===== src/rtl/load_store_unit_pkg.sv =====
// Shared definitions for the load/store unit: RV32I width codes, FSM encoding
// and the fault check applied to an incoming request.
package load_store_unit_pkg;

    localparam logic [2:0] F3_B  = 3'b000;
    localparam logic [2:0] F3_H  = 3'b001;
    localparam logic [2:0] F3_W  = 3'b010;
    localparam logic [2:0] F3_BU = 3'b100;
    localparam logic [2:0] F3_HU = 3'b101;

    typedef enum logic [2:0] {
        LSU_IDLE   = 3'd0,
        LSU_ACCESS = 3'd1,
        LSU_RMW_RD = 3'd2,
        LSU_RMW_WR = 3'd3,
        LSU_DONE   = 3'd4
    } lsu_state_t;

    // Unsigned widths exist only for loads; every other code is illegal.
    function automatic logic lsu_fault(input logic is_load, input logic [2:0] funct3,
                                       input logic [1:0] addr_lo);
        logic fault;
        fault = 1'b0;
        case (funct3)
            F3_B:    fault = 1'b0;
            F3_H:    fault = addr_lo[0];
            F3_W:    fault = (addr_lo != 2'b00);
            F3_BU:   fault = !is_load;
            F3_HU:   fault = !is_load || addr_lo[0];
            default: fault = 1'b1;
        endcase
        return fault;
    endfunction

endpackage


===== src/rtl/load_store_unit_align.sv =====
// Lane logic: extracts and extends the addressed byte/halfword of a read word,
// and merges store data into a read word for the read-modify-write path.
module load_store_unit_align
    import load_store_unit_pkg::*;
(
    input  logic [2:0]  funct3,
    input  logic [1:0]  addr_lo,
    input  logic [31:0] rdata,
    input  logic [15:0] wdata,
    output logic [31:0] load_data,
    output logic [31:0] merged
);

    logic [7:0]  byte_val;
    logic [15:0] half_val;

    always_comb begin
        byte_val = rdata[{addr_lo, 3'b000} +: 8];
        half_val = rdata[{addr_lo[1], 4'b0000} +: 16];
        case (funct3[1:0])
            2'b00:   load_data = funct3[2] ? {24'b0, byte_val} : {{24{byte_val[7]}}, byte_val};
            2'b01:   load_data = funct3[2] ? {16'b0, half_val} : {{16{half_val[15]}}, half_val};
            default: load_data = rdata;
        endcase
    end

    // funct3[0] selects halfword stores; otherwise a single byte lane is replaced.
    genvar gi;
    generate
        for (gi = 0; gi < 4; gi++) begin : g_lane
            logic       lane_sel;
            logic [7:0] store_byte;
            assign lane_sel   = funct3[0] ? (addr_lo[1] == 1'(gi >> 1)) : (addr_lo == 2'(gi));
            assign store_byte = funct3[0] ? wdata[8*(gi%2) +: 8] : wdata[7:0];
            assign merged[8*gi +: 8] = lane_sel ? store_byte : rdata[8*gi +: 8];
        end
    endgenerate

endmodule


===== src/rtl/load_store_unit.sv =====
// Memory-stage load/store unit: word-addressed cache handshake, byte/half
// stores via read-modify-write, extended load data and misalign reporting.
module load_store_unit
    import load_store_unit_pkg::*;
#(
    parameter int XLEN   = 32,
    parameter int MEM_AW = 30
) (
    input  logic              clk,
    input  logic              rst_n,
    input  logic              req_valid,
    output logic              req_ready,
    input  logic              req_load,
    input  logic [2:0]        req_funct3,
    input  logic [XLEN-1:0]   req_addr,
    input  logic [XLEN-1:0]   req_wdata,
    input  logic [4:0]        req_rd,
    output logic              resp_valid,
    output logic [4:0]        resp_rd,
    output logic [XLEN-1:0]   resp_rdata,
    output logic              resp_wb,
    output logic              resp_misalign,
    output logic              mem_ren,
    output logic              mem_wen,
    output logic [MEM_AW-1:0] mem_addr,
    output logic [XLEN-1:0]   mem_wdata,
    input  logic [XLEN-1:0]   mem_rdata,
    input  logic              mem_stall
);

    lsu_state_t      state_reg, state_next;
    logic            load_reg;
    logic [2:0]      funct3_reg;
    logic [XLEN-1:0] addr_reg;
    logic [XLEN-1:0] wdata_reg;
    logic [4:0]      rd_reg;
    logic [4:0]      resp_rd_reg;
    logic [XLEN-1:0] resp_rdata_reg;
    logic            resp_wb_reg;
    logic            resp_misalign_reg;
    logic            req_fault;
    logic [XLEN-1:0] load_data;
    logic [XLEN-1:0] merged;

    assign req_fault = lsu_fault(req_load, req_funct3, req_addr[1:0]);

    load_store_unit_align u_align (
        .funct3    (funct3_reg),
        .addr_lo   (addr_reg[1:0]),
        .rdata     (mem_rdata),
        .wdata     (wdata_reg[15:0]),
        .load_data (load_data),
        .merged    (merged)
    );

    always_ff @(posedge clk) begin
        if (!rst_n) begin
            state_reg <= LSU_IDLE;
        end else begin
            state_reg <= state_next;
        end
    end

    always_comb begin
        state_next = state_reg;
        case (state_reg)
            LSU_IDLE: begin
                if (req_valid) begin
                    if (req_fault)
                        state_next = LSU_DONE;
                    else if (req_load || req_funct3 == F3_W)
                        state_next = LSU_ACCESS;
                    else
                        state_next = LSU_RMW_RD;
                end
            end
            LSU_ACCESS: if (!mem_stall) state_next = LSU_DONE;
            LSU_RMW_RD: if (!mem_stall) state_next = LSU_RMW_WR;
            LSU_RMW_WR: if (!mem_stall) state_next = LSU_DONE;
            LSU_DONE:   state_next = LSU_IDLE;
            default:    state_next = LSU_IDLE;
        endcase
    end

    always_comb begin
        req_ready  = 1'b0;
        resp_valid = 1'b0;
        mem_ren    = 1'b0;
        mem_wen    = 1'b0;
        case (state_reg)
            LSU_IDLE:   req_ready = 1'b1;
            LSU_ACCESS: begin
                mem_ren = load_reg;
                mem_wen = !load_reg;
            end
            LSU_RMW_RD: mem_ren = 1'b1;
            LSU_RMW_WR: mem_wen = 1'b1;
            LSU_DONE:   resp_valid = 1'b1;
            default:    ;
        endcase
    end

    // Result registers load on the edge that enters DONE so they are valid
    // alongside resp_valid; the RMW merge reuses wdata_reg as the write word.
    always_ff @(posedge clk) begin
        if (!rst_n) begin
            load_reg          <= 1'b0;
            funct3_reg        <= 3'b000;
            addr_reg          <= '0;
            wdata_reg         <= '0;
            rd_reg            <= 5'd0;
            resp_rd_reg       <= 5'd0;
            resp_rdata_reg    <= '0;
            resp_wb_reg       <= 1'b0;
            resp_misalign_reg <= 1'b0;
        end else begin
            case (state_reg)
                LSU_IDLE: begin
                    if (req_valid) begin
                        load_reg   <= req_load;
                        funct3_reg <= req_funct3;
                        addr_reg   <= req_addr;
                        wdata_reg  <= req_wdata;
                        rd_reg     <= req_rd;
                        if (req_fault) begin
                            resp_rd_reg       <= req_rd;
                            resp_rdata_reg    <= '0;
                            resp_wb_reg       <= 1'b0;
                            resp_misalign_reg <= 1'b1;
                        end
                    end
                end
                LSU_ACCESS: begin
                    if (!mem_stall) begin
                        resp_rd_reg       <= rd_reg;
                        resp_rdata_reg    <= load_reg ? load_data : '0;
                        resp_wb_reg       <= load_reg && (rd_reg != 5'd0);
                        resp_misalign_reg <= 1'b0;
                    end
                end
                LSU_RMW_RD: begin
                    if (!mem_stall) wdata_reg <= merged;
                end
                LSU_RMW_WR: begin
                    if (!mem_stall) begin
                        resp_rd_reg       <= rd_reg;
                        resp_rdata_reg    <= '0;
                        resp_wb_reg       <= 1'b0;
                        resp_misalign_reg <= 1'b0;
                    end
                end
                default: ;
            endcase
        end
    end

    assign mem_addr      = addr_reg[XLEN-1:2];
    assign mem_wdata     = wdata_reg;
    assign resp_rd       = resp_rd_reg;
    assign resp_rdata    = resp_rdata_reg;
    assign resp_wb       = resp_wb_reg;
    assign resp_misalign = resp_misalign_reg;

endmodule

===== config.mk =====
export PLATFORM = sky130hd
export DESIGN_NAME = load_store_unit
export DESIGN_NICKNAME = d
export VERILOG_FILES = /design/src/rtl/load_store_unit_pkg.sv /design/src/rtl/load_store_unit_align.sv /design/src/rtl/load_store_unit.sv
export SDC_FILE = /design/constraint.sdc
export NUM_CORES = 1
export LEC_CHECK = 0
export CORE_ASPECT_RATIO = 1.4
export CORE_MARGIN = 2
export CORE_UTILIZATION = 50
export CTS_BUF_LIST = sky130_fd_sc_hd__clkbuf_8
export CTS_CLUSTER_SIZE = 14
export DETAILED_ROUTE_END_ITERATION = 8
export GPL_TIMING_DRIVEN = 0
export PLACE_DENSITY = 0.94
export SLEW_MARGIN = 20
export SYNTH_ARGS = -nofsm -noshare
export SYNTH_HDL_FRONTEND = slang
export SYNTH_SLANG_ARGS = --single-unit

===== constraint.sdc =====
create_clock -name clk -period 4.8 [get_ports clk]
set_input_delay 0.48 -clock clk [delete_from_list [all_inputs] [get_ports clk]]
set_output_delay 0.48 -clock clk [all_outputs]
set_load 0.005 [all_outputs]

==> key figures <==
Cells and area
  • Most common cell after layout, fill and taps aside: clkdlybuf4s50_1
  • Area delta synth->final: 47.7%
  • Design Area, Final: between 8000 and 9000 sq um
  • FF+latch area: approximately 2300 sq um
  • Multi-input logic area: just under 3000 sq um
  • Fin cells: roughly 1100
  • # fillers: 817
  • Share of layout cells above drive strength 1: between 10 and 15%
  • ANT cells: 0
  • Most frequent cells in the layout: clkdlybuf4s50_1, nand2_1, dfxtp_1
  • Layout net count: 1044

Placed design
  • Number of port buffers: between 200 and 250
  • DP Cell Count: 1060
  • HPWL after DPL: 15.9 mm
  • Dpl ws: 1900 ps
  • Final GP Congestion: a little under 1
  • Cell Area, Placed: 8070 sq um

STA
  • Slew at the pin closest to its max-slew limit: around 980 ps
  • Worst slew margin: 34.5%
  • Max Fclk: 0.345 GHz
  • PnR worst setup slack: approximately 1900 ps
  • RSZ-0062 raised after global routing: no
  • Final hold violation count: 0
  • Fin crit share: 60.5%
  • Final setup vio count: 0
  • Clock Skew: 15.8 ps
  • Fin. max-slew vios: 0
  • Min cycle time layout: 2900 ps
  • Final TNS setup: 0 ps

Power
  • Static leakage: 3.13 nW
  • Pwr dens: 313 nW/um^2
  • VDD IR max: 0.247 mV

Clock tree
  • CTS tree: done
  • Num CTS Buffers: 17
  • H-tree depth: 4
  • Clock transition at path regs: about 70 ps
  • Maximum clock path buffer count: 2
  • Root buf cell: clkbuf_8
  • Clock sink count: 115
  • Hold-fix buffer count after cts: 0
  • Post-CTS setup buffers: 0
  • PostCTS Resize Cnt: 0
  • Worst skew pair latency: roughly 440 ps

Critical path
  • Reg-to-reg slack, setup: 2350 ps
  • Arrival time worst endpoint: 2420 ps
  • Worst R2R Path Depth: 6
  • Crit Reg-Reg Startpoint: state_reg[2]$_SDFFE_PN0P_
  • CP Launch Type: register
  • CP max FO: 10
  • CP Launch Point: state_reg[1]$_SDFFE_PN0P_
  • CP Capture Type: output pin
  • Critical path data required time: 4320 ps
  • R2R Path End: mem_wdata[16]$_SDFFE_PN0P_
  • WS Path Type: register to output pin

GRT
  • Antenna violations before repair: 0
  • Total GRT Usage: 33.4%
  • Vias in the first global route: around 6300
  • First-pass GRT wire length: roughly 32 mm
  • Largest net degree at the start of global routing: 17
  • Grt total ovfl: 0

Die
  • Die area: 12400 sq um
  • Io pins: approximately 210
  • Starting Density: 51.1%
  • Core area: 11300 sq um
  • # rows: 46
  • Die Height: 131 um
  • Die W: 94.7 um

Synthesis
  • Most frequently used flop master after synthesis: dfxtp_1
  • Cell Area, Synth: 5760 sq um
  • Synth unique cells: 43
  • Synthesized area per cell: 8.20 sq um
  • Sequential area share after synthesis: 40.0%
  • FF+latch count, synth: around 120
  • Number of synthesized flops with an enable pin: 0
  • Post-synth net total: 812
  • Ys Warns: 0
  • Synthesized instance count: 703
  • Async SR Flop Fraction: 0%

Routing
  • DR top layer: met4
  • Met3 wire length: 1.80 mm
  • Via density: 5.87
  • Wire length on met1: 7.00 mm
  • Residual DRC: 0
  • DR pass1 iterations: 5
  • Via count: 6399
  • Met2 WL post-DR: 10.2 mm
  • Routed Antenna Nets: 0
  • Post-Route WL: between 20 and 25 mm
  • 1st-iter DRT viols: 535
  • Post-DR wirelength/cell: 19.0 um

Min path
  • Hold path endpoint: addr_reg[8]$_SDFFE_PN0P_
  • Worst Hold Class: register to register
  • Hold path cells: 2
  • HP Start: addr_reg[8]$_SDFFE_PN0P_

Run status
  • Status: finished clean

Run
  • Max-cap violations: 0
[report_power, final]
group	internal, W	leakage, nW	switching, W
Clock	0.000598	0.222	0.000398
Combinational	0.000304	1.97	0.000294
Sequential	0.00102	0.941	0.0000493
[critical path, stage by stage, from the launching register on]
cell and delay (ps):
dfxtp_1 340, buf_4 210, buf_1 440, mux2_2 390, nor2_1 100, clkdlybuf4s50_1 510
[routing by layer]
metal | GRT usage (%) | vias to the layer above
met5 | 0 | -
met4 | 25.4 | 0
met3 | 9.06 | 118
met2 | 57.7 | 391
met1 | 34.1 | 2936
li1 | - | 2954
[final cells by class]
class	instances	area share, %
well taps	144	2.12
multi-input cells	489	34.8
flip-flops and latches	115	27.1
clock buffers	20	3.24
plain buffers	86	5.28
clock inverters	11	1.87
repair buffers	213	25.1
inverters	13	0.574
[how the worst max path moves through the flow]
stage / to / cells past startpoint
global route: mem_ren / 5
finish: mem_ren / 5
detailed placement: mem_wdata[28]$_SDFFE_PN0P_ / 6
CTS: mem_ren / 5
floorplan: resp_rdata[21]$_SDFFE_PN0P_ / 6
global placement: mem_wdata[18]$_SDFFE_PN0P_ / 6
[cell families after synthesis]
logic type	after synthesis	synth area share [%]
flip-flops	115	40.0
AND/OR/NAND/NOR	237	19.6
multiplexers	33	6.19
buffers and inverters	99	8.64
AO/OA/AOI/OAI	219	25.6
[cell usage after synthesis (all sizes together) (10+ instances only)]
cell type	count	area, sq um
mux2	11	124
nor3	11	66.3
mux2i	21	210
a31oi	25	156
a21oi	59	299
inv	13	48.8
buf	43	288
nor2b	11	68.8
o2bb2ai	10	87.6
nand2b	14	87.6
nor3b	13	103
o21ai	50	250
a211oi	13	97.6
dfxtp	115	2300
clkbuf	43	161
a221o	16	160
nand2	147	552
nor2	24	90.1
[per-stage QoR]
stage / total power, W / hold WS [ps] / utilization [%]
3_5_place_dp: 0.00167 / 447 / 71.6
4_1_cts: 0.00266 / 456 / 75.4
6_report: 0.00266 / 454 / 75.4
2_1_floorplan: 0.00136 / 437 / -
3_3_place_gp: 0.00166 / 441 / 71.6
5_1_grt: 0.00276 / 477 / 75.4
Power figures use the tool's default switching activity.
